==> config.mk <==
export PLATFORM = sky130hd
export DESIGN_NAME = traffic_phase_sched
export DESIGN_NICKNAME = d
export VERILOG_FILES = /design/src/rtl/traffic_phase_sched.sv
export SDC_FILE = /design/constraint.sdc
export NUM_CORES = 1
export LEC_CHECK = 0
export CAP_MARGIN = 10
export CORE_AREA = 2 2 101 54
export DETAILED_ROUTE_END_ITERATION = 16
export DIE_AREA = 0 0 103 56
export PLACE_DENSITY = 0.44
export SLEW_MARGIN = 20
export SYNTH_ARGS = -nofsm -noshare
export SYNTH_HDL_FRONTEND = slang
export SYNTH_SLANG_ARGS = --single-unit
export TNS_END_PERCENT = 100
==> constraint.sdc <==
create_clock -name clk -period 3.25 [get_ports clk]
set_input_delay 0.975 -clock clk [delete_from_list [all_inputs] [get_ports clk]]
set_output_delay 0.975 -clock clk [all_outputs]
set_load 0.02 [all_outputs]
==> src/rtl/traffic_phase_sched.sv <==
// ============================================================================
// Module   : traffic_phase_sched
// Brief    : Demand-actuated two-road phase scheduler with emergency all-red.
// Revision : 1.0 - initial release
// ============================================================================
`default_nettype none

module traffic_phase_sched #(
   parameter int TICK_DIV = 4,
   parameter int G_MIN    = 3,
   parameter int G_MAX    = 6,
   parameter int Y_T      = 1,
   parameter int AR_T     = 1
) (
   input  logic       clk,
   input  logic       reset,
   input  logic       req0,
   input  logic       req1,
   input  logic       emg,
   output logic [2:0] TRC0,
   output logic [2:0] TRC1,
   output logic [2:0] phase,
   output logic [1:0] pend
);

   localparam logic [2:0] c_G0  = 3'd0;
   localparam logic [2:0] c_Y0  = 3'd1;
   localparam logic [2:0] c_AR0 = 3'd2;
   localparam logic [2:0] c_G1  = 3'd3;
   localparam logic [2:0] c_Y1  = 3'd4;
   localparam logic [2:0] c_AR1 = 3'd5;
   localparam logic [2:0] c_EMG = 3'd6;

   localparam logic [7:0] c_DIV_LAST = 8'(TICK_DIV - 1);
   localparam logic [7:0] c_G_MIN    = 8'(G_MIN);
   localparam logic [7:0] c_G_MAX    = 8'(G_MAX);
   localparam logic [7:0] c_Y_T      = 8'(Y_T);
   localparam logic [7:0] c_AR_T     = 8'(AR_T);

   localparam logic [2:0] c_RED = 3'b100;
   localparam logic [2:0] c_YEL = 3'b010;
   localparam logic [2:0] c_GRN = 3'b001;

   logic [2:0] state_q, state_d;
   logic [7:0] div_q, div_d;
   logic [7:0] t_q, t_d;
   logic [1:0] pend_q, pend_d;
   logic       w_tick;
   logic [7:0] w_elapsed;
   logic       w_change;

   assign w_tick    = (div_q == c_DIV_LAST);
   assign w_elapsed = t_q + 8'd1;

   always_ff @(posedge clk or negedge reset) begin
      if (!reset) begin
         state_q <= c_G0;
         div_q   <= 8'd0;
         t_q     <= 8'd0;
         pend_q  <= 2'b00;
      end else begin
         state_q <= state_d;
         div_q   <= div_d;
         t_q     <= t_d;
         pend_q  <= pend_d;
      end
   end

   always_comb begin
      state_d = state_q;
      if (emg) begin
         state_d = c_EMG;
      end else begin
         case (state_q)
            c_G0:  if (w_tick && (((w_elapsed >= c_G_MIN) && pend_q[1]) || (w_elapsed == c_G_MAX)))
                      state_d = c_Y0;
            c_Y0:  if (w_tick && (w_elapsed == c_Y_T))  state_d = c_AR0;
            c_AR0: if (w_tick && (w_elapsed == c_AR_T)) state_d = c_G1;
            c_G1:  if (w_tick && (((w_elapsed >= c_G_MIN) && pend_q[0]) || (w_elapsed == c_G_MAX)))
                      state_d = c_Y1;
            c_Y1:  if (w_tick && (w_elapsed == c_Y_T))  state_d = c_AR1;
            c_AR1: if (w_tick && (w_elapsed == c_AR_T)) state_d = c_G0;
            default: state_d = c_AR1;  // EMG release and illegal code 7 both clear through AR1
         endcase
      end

      w_change = (state_d != state_q);
      if (w_change) begin
         div_d = 8'd0;
         t_d   = 8'd0;
      end else if (w_tick) begin
         div_d = 8'd0;
         t_d   = t_q + 8'd1;
      end else begin
         div_d = div_q + 8'd1;
         t_d   = t_q;
      end

      // Entry into a green serves that road's demand; entry beats a same-cycle request.
      pend_d[0] = ((state_d == c_G0) && (state_q != c_G0)) ? 1'b0 : (pend_q[0] | req0);
      pend_d[1] = ((state_d == c_G1) && (state_q != c_G1)) ? 1'b0 : (pend_q[1] | req1);
   end

   always_comb begin
      TRC0  = c_RED;
      TRC1  = c_RED;
      phase = state_q;
      pend  = pend_q;
      case (state_q)
         c_G0:    TRC0 = c_GRN;
         c_Y0:    TRC0 = c_YEL;
         c_G1:    TRC1 = c_GRN;
         c_Y1:    TRC1 = c_YEL;
         default: ;
      endcase
   end

endmodule

`default_nettype wire

==> results of run 1 <==
==> worst max-delay path: stages (launching register included) <==
cell      delay (ns)
dfrtp_1         0.46
ha_1            0.33
a311oi_1        0.24
a41oi_1         0.14
or4_4           0.64
and3_1          0.18
or3_4           0.40
o311ai_4        0.26
buf_4           0.26
nor3_1          0.07
==> stage by stage <==
step	cells	util (%)	total power [uW]
finish	244	34.7	527
global route	244	34.7	556
CTS	244	34.6	536
detailed placement	240	33.6	347
global placement	240	33.6	347
floorplan	165	-	317
==> report_power, final <==
group	internal, uW	total, uW	switching, uW	leakage, uW
Sequential	266	272	6.48	0.000273
Clock	86.8	186	99.6	0.0000217
Combinational	27.3	67.9	40.6	0.000399
==> cell usage in the layout (no fill, tap or decap), types with 4 or more instances in the layout <==
master	count
a21oi_1	4
a31oi_1	4
and3_1	6
buf_4	4
clkdlybuf4s50_1	15
dfrtp_1	21
ha_1	5
inv_1	10
nand2_1	6
nand3_1	10
nand4_1	5
nor2_1	28
nor3_1	4
xnor2_1	6
xor2_1	11
==> synth_stat cells (4+ instances only) <==
library cell | number | area (um2)
and3_1 | 6 | 37.5
nor3_1 | 4 | 20.0
clkbuf_1 | 5 | 18.8
inv_1 | 10 | 37.5
xor2_1 | 11 | 96.3
a31oi_1 | 4 | 25.0
a21oi_1 | 4 | 20.0
xnor2_1 | 6 | 52.6
nand2_1 | 6 | 22.5
dfrtp_1 | 21 | 526
nand3_1 | 10 | 50.1
nand4_1 | 5 | 31.3
ha_1 | 5 | 62.6
nor2_1 | 28 | 105
==> worst min path at each step <==
stage,start,endpoint,slack [ns],cells after the start
floorplan,div_q[0],div_q[0],0.48,1
global placement,div_q[7],div_q[7],0.52,2
detailed placement,div_q[0],div_q[0],0.53,1
CTS,div_q[0],div_q[0],0.54,1
global route,div_q[0],div_q[0],0.55,1
finish,div_q[0],div_q[0],0.54,1
==> final cells by class <==
| cell class | count | area [um2] | share of cell area (%) |
|---|---|---|---|
| Clock buffer | 3 | 41.3 | 2.47 |
| Clock inverter | 1 | 7.51 | 0.449 |
| Inverter | 10 | 37.5 | 2.25 |
| Multi-Input combinational cell | 120 | 791 | 47.3 |
| Sequential cell | 21 | 526 | 31.5 |
| Tap cell | 70 | 87.6 | 5.24 |
| Timing Repair Buffer | 19 | 180 | 10.8 |
==> sequential cells by signal, indices dropped and copies added (netlist names) <==
signal	count
phase	3
t_q	8
div_q	8
pend	2
==> routing by layer <==
layer / wire [um] / vias up
met3: 109 / 2
met5: 0 / -
met1: 1770 / 569
met2: 1400 / 26
met4: 27 / 0
li1: - / 599
==> logic make-up after synthesis <==
logic type / Yosys count / share of synthesized area (%)
buffers and inverters: 24 / 8.22
flip-flops: 21 / 36.7
multiplexers: 1 / 0.700
AND/OR/NAND/NOR: 73 / 26.2
adder cells (fa/ha/maj): 5 / 4.37
AO/OA/AOI/OAI: 24 / 13.4
XOR/XNOR: 17 / 10.4
==> results.yml, run 1 <==
place:
  gp_congestion: 0.809
  hpwl_mm: 2.36
  placed_area_um2: 1620
  place_ws_ns: 0.167
  io_buffers: 15
global_routing:
  antenna_found_initial: 0
  use_met3_pct: 3.77
  grt_pass1_vias: 1074
  overflow: 0
  gr-usage-met2_pct: 17.4
  grt_max_degree: 22
  grt_util_met1_pct: 18.2
  grt_pass1_wl_mm: 5.48
  busiest_layer: "met1"
  grt_usage_pct: 12.3
yosys:
  synth_flop_cell: "dfrtp_1"
  synthCells: 165
  ys_seq_area_share_pct: 36.7
  async_reset_ff_share_pct: 100
  synth.distinct_cells: 36
  synth_nets: 175
  ys_ff_latch: 21
  synth_edf_count: 0
  yosys_warnings: 0
  netlist_area_um2: 1430
  syn_area_per_cell_um2: 8.67
timing:
  tns_ns: 0
  holdWs_ns: 0.538
  worst_slack_ns: 0.147
  finalSetupViolCount: 0
  fin_crit_ns: 3.10
  tightest_slew_ns: 0.523
  hold_viol: 0
  rsz0062_at_grt: "false"
  fin_crit_sh_pct: 95.5
  fmax_mhz: 322
  drv_slew: 0
  skew_ns: 0.00497
  slew_headroom_pct: 64.7
floorplan:
  initial_core_util_pct: 29.7
  io_pins: 16
  die_area_um2: 5770
  die_h_um: 56
  die_w_um: 103
  core_area_um2: 4820
  rows: 18
worst_setup_path:
  rrSetupSlack_ns: 0.15
  crit_path_end: "div_q[2]"
  critPathLaunch: "t_q[0]"
  worstPathArrival_ns: 3.26
  critPathMaxFanout: 16
  crit-reg2reg-launch: "t_q[0]"
  critPathCaptureType: "register"
  worst_r2r_endpoint: "div_q[2]"
  critical_path_class: "reg -> reg"
  start_kind: "register"
  reg2reg_depth: 9
  crit_required_ns: 3.41
route:
  wl_per_cell_um: 13.6
  drc_errors: 0
  postRouteAntennaNets: 0
  first_pass_iters: 5
  vias: 1196
  avgViaCountPerCell: 4.90
  routed_wirelength_mm: 3.31
  drt_iter0_markers: 64
clock_tree:
  cts_made_buffers: 3
  ctsHoldBuffers: 0
  cts.repair.resized: 0
  clock_sinks: 21
  htree_levels: 1
  post-cts-setup-buffers: 0
  cts_root_buf: "clkbuf_8"
  cts_tree: "done"
  insertion_delay_ns: 0.27
  clk_path_buf_depth: 2
  clkTransAtPathRegs_ns: 0.08
cells_and_area:
  stdcell_area_um2: 1670
  fillers: 535
  drive_gt1_share_pct: 6.90
  area_growth_pct: 16.8
  num-nets-final: 185
  diodes: 0
job:
  max-cap-violations: 0
pwr:
  p_leak_uw: 0.000694
  ir_drop_mv: 0.162
  power_density_nw_per_um2: 315
status:
  status: "finished, final reports clean"
min_path:
  worstHoldPathType: "reg -> reg"
Power figures use the tool's default switching activity.
==> run 2: changes to the inputs <==
Settings changed: SKIP_LAST_GASP set to 1.
Clock period 3.25 ns to 2.9 ns, I/O delays scaled along.
==> results.yml, run 2 (same netlist as run 1, synthesis figures left out) <==
cells_and_area:
  multiInputGateArea_um2: 820
  final_common_cell: "nor2_1"
  drive_gt1_share_pct: 15.2
  seq_area_um2: 527
  num-nets-final: 195
  mostFrequentLayoutCells: "nor2_1 (28), dfrtp_1 (20), clkdlybuf4s50_1 (15), buf_4 (13), xor2_1 (11)"
  fillers: 513
  stdcell_area_um2: 1790
  area_growth_pct: 25.0
  utilization_pct: 37.1
  diodes: 0
route:
  first_pass_iters: 4
  vias: 1215
  avgViaCountPerCell: 4.78
  routed_wirelength_mm: 3.33
  wl_per_cell_um: 13.1
  postRouteAntennaNets: 0
  drt_iter0_markers: 35
  drc_errors: 0
floorplan:
  rows: 18
  die_area_um2: 5770
  core_area_um2: 4820
  io_pins: 16
  die_h_um: 56
  die_w_um: 103
  initial_core_util_pct: 29.7
timing:
  hold_viol: 0
  finalSetupViolCount: 0
  fin_crit_sh_pct: 95.7
  holdWs_ns: 0.531
  drv_slew: 0
  tightest_slew_ns: 0.460
  fin_crit_ns: 2.78
  skew_ns: 0.00736
  fmax_mhz: 360
  slew_headroom_pct: 69.2
worst_setup_path:
  start_kind: "register"
  crit_required_ns: 3.05
  critPathCaptureType: "register"
  critical_path_class: "reg -> reg"
  critPathMaxFanout: 16
  worstPathArrival_ns: 2.93
  rrSetupSlack_ns: 0.12
clock_tree:
  post-cts-setup-buffers: 0
  htree_levels: 1
  cts_tree: "done"
  ctsHoldBuffers: 0
  cts.repair.resized: 0
  cts_made_buffers: 3
  clkTransAtPathRegs_ns: 0.08
  cts_root_buf: "clkbuf_8"
  clk_path_buf_depth: 2
  clock_sinks: 21
  insertion_delay_ns: 0.27
place:
  hpwl_mm: 2.36
  io_buffers: 15
  gp_congestion: 0.779
  placed_area_um2: 1710
pwr:
  power_density_nw_per_um2: 334
  total_power_uw: 597
  ir_drop_mv: 0.210
  p_leak_uw: 0.000749
global_routing:
  grt_max_degree: 22
  antenna_found_initial: 0
  grt_pass1_vias: 1183
  grt_usage_pct: 12.5
  overflow: 0
  grt_pass1_wl_mm: 5.66
min_path:
  worstHoldPathType: "reg -> reg"
status:
  status: "finished, final reports clean"
job:
  max-cap-violations: 0
[run 2: final cells by class]
cell class	count	share of cell area (%)
Clock inverter	1	0.420
Multi-Input combinational cell	120	45.8
Timing Repair Buffer	29	15.0
Tap cell	70	4.90
Sequential cell	21	29.5
Clock buffer	3	2.31
Inverter	10	2.10
[run 2: power breakdown]
| group | leakage [uW] | switching (uW) | internal, uW |
|---|---|---|---|
| clock network | 0.0000217 | 108 | 97.2 |
| registers | 0.000271 | 5.26 | 298 |
| logic | 0.000457 | 49.6 | 38.4 |
| total | 0.000749 | 163 | 433 |
[run 2: per-stage QoR]
stage / TNS (ns) / std cells / setup WS, ns
finish: 0 / 254 / 0.125
global route: -0.217 / 254 / -0.0248
CTS: 0 / 254 / 0.0987
detailed placement: 0 / 250 / 0.121
global placement: 0 / 250 / 0.123
floorplan: 0 / 165 / 0.0409
[run 2: per-layer routing]
metal / vias to the layer above / part of all wire, % / global-route usage, %
met2: 31 / 41 / 18.4
met3: 4 / 3.7 / 3.77
met1: 566 / 54 / 18.2
li1: 614 / - / -
met5: - / 0 / 0
met4: 0 / 0.93 / 2.26
[run 2: path summary, 6_finish.rpt]
check,startpoint,endpoint,cells after the start
max in group asynchronous,reset,t_q[2],2
hold reg to reg,div_q[0],div_q[0],1
hold / removal,div_q[0],div_q[0],1
setup reg to reg,t_q[0],div_q[2],9
setup / recovery,t_q[0],div_q[2],9
min in group asynchronous,reset,div_q[7],2
[run 2: worst max-delay path, cell delays in order (launching register included)]
cell	delay, ns
dfrtp_1	0.39
buf_4	0.16
a311oi_1	0.33
a31oi_2	0.12
or4_4	0.57
and3_1	0.18
or3_4	0.40
o311ai_4	0.27
buf_12	0.18
nor3_1	0.05
==> run 3: changes to the inputs <==
Settings changed: CORE_AREA 2 2 101 54 to 4 4 103 56, DIE_AREA 0 0 103 56 to 0 0 107 60.
==> results.yml, run 3 (same netlist as run 1, synthesis figures left out) <==
floorplan:
  die_h_um: 60
  die_w_um: 107
  core_area_um2: 4820
  rows: 18
  die_area_um2: 6420
  initial_core_util_pct: 29.7
  io_pins: 16
global_routing:
  overflow: 0
  grt_usage_pct: 11.4
  grt_max_degree: 22
  antenna_found_initial: 0
  grt_pass1_vias: 1152
  grt_pass1_wl_mm: 5.85
clock_tree:
  ctsHoldBuffers: 0
  clk_path_buf_depth: 2
  htree_levels: 1
  clock_sinks: 21
  insertion_delay_ns: 0.27
  clkTransAtPathRegs_ns: 0.09
  cts_made_buffers: 3
  cts_tree: "done"
  cts_root_buf: "clkbuf_8"
pwr:
  pwr-share-seq_pct: 50.6
  power.share.clock_pct: 34.9
  ir_drop_mv: 0.185
  internal-power_uw: 433
  power_density_nw_per_um2: 338
  pwr-share-comb_pct: 14.6
  p_sw_uw: 166
  p_leak_uw: 0.000755
  p_sw_share_pct: 27.7
place:
  io_buffers: 15
  hpwl_mm: 2.48
  gp_congestion: 0.744
  placed_cells: 251
  place_ws_ns: 0.101
job:
  max-cap-violations: 0
cells_and_area:
  mostFrequentLayoutCells: "nor2_1 (28), dfrtp_1 (20), clkdlybuf4s50_1 (15), buf_4 (14), xor2_1 (11)"
  drive_gt1_share_pct: 13.5
  diodes: 0
  final_common_cell: "nor2_1"
  fin_cells: 255
  num-nets-final: 196
  area_growth_pct: 24.1
route:
  postRouteAntennaNets: 0
  avgViaCountPerCell: 4.83
  routed_wirelength_mm: 3.40
  drt_iter0_markers: 69
  wl_per_cell_um: 13.3
  drc_errors: 0
  first_pass_iters: 4
  vias: 1231
timing:
  drv_slew: 0
  worst_slack_ns: 0.119
  fmax_mhz: 360
  finalSetupViolCount: 0
  fin_crit_ns: 2.78
  skew_ns: 0.00598
  tightest_slew_ns: 0.431
  fin_crit_sh_pct: 95.9
  slew_headroom_pct: 71.1
  hold_viol: 0
worst_setup_path:
  worstPathArrival_ns: 2.93
  critical_path_class: "reg -> reg"
  start_kind: "register"
  critPathMaxFanout: 16
  critPathCaptureType: "register"
  crit_required_ns: 3.05
min_path:
  worstHoldPathType: "reg -> reg"
status:
  status: "finished, final reports clean"
[run 3: power by group through the flow]
stage	combinational (uW)	sequential [uW]	clock, uW
5_1_grt	96.4	304	226
3_5_place_dp	88.2	309	0
6_report	87.2	303	209
3_3_place_gp	88.4	309	0
2_1_floorplan	44.6	311	0
4_1_cts	88.7	303	218
[run 3: cell type report]
class,count,area [um2]
Fill cell,509,3050
Multi-Input combinational cell,120,798
Sequential cell,21,527
Timing Repair Buffer,30,275
Tap cell,70,87.6
Clock buffer,3,41.3
Inverter,10,37.5
Clock inverter,1,7.51
[run 3: critical path: stages (launching register included)]
cell and delay, ns:
dfrtp_1 0.39, ha_1 0.28, xnor2_2 0.20, o211ai_1 0.11, or4_4 0.58, and3_1 0.17, or3_4 0.40, o311ai_4 0.28
buf_12 0.19, nor3_1 0.05
[run 3: through the flow]
| stage | utilization [%] | cell area, um2 | hold WS [ns] | setup TNS [ns] | power (uW) |
|---|---|---|---|---|---|
| detailed placement | 35.5 | 1710 | 0.513 | 0 | 397 |
| global route | 36.8 | 1770 | 0.563 | -0.00840 | 626 |
| floorplan | - | 1430 | 0.478 | 0 | 356 |
| CTS | 36.6 | 1760 | 0.524 | 0 | 609 |
| finish | 36.8 | 1770 | 0.521 | 0 | 599 |
| global placement | 35.5 | 1710 | 0.513 | 0 | 397 |
[run 3: routing by layer]
metal	part of all wire, %	track usage (%)
met2	43	17.4
met3	5.6	2.70
met4	0.56	2.19
met1	50	16.6
met5	0	0
[run 3: path summary, 6_finish.rpt]
path / start / endpoint / slack [ns] / cells after the start
worst min register to register: div_q[0] / div_q[0] / 0.52 / 1
worst max register to register: t_q[0] / div_q[2] / 0.12 / 9
max in group asynchronous: reset / t_q[2] / 1.71 / 2
worst max-delay path: t_q[0] / div_q[2] / 0.12 / 9
worst min-delay path: div_q[0] / div_q[0] / 0.52 / 1
min in group asynchronous: reset / t_q[0] / 0.95 / 2
[run 3: timing repair]
action                                  in CTS  in global routing
endpoints found under the setup margin       0                 16
gates resized for setup                      0                  3
buffers inserted                             0                  0
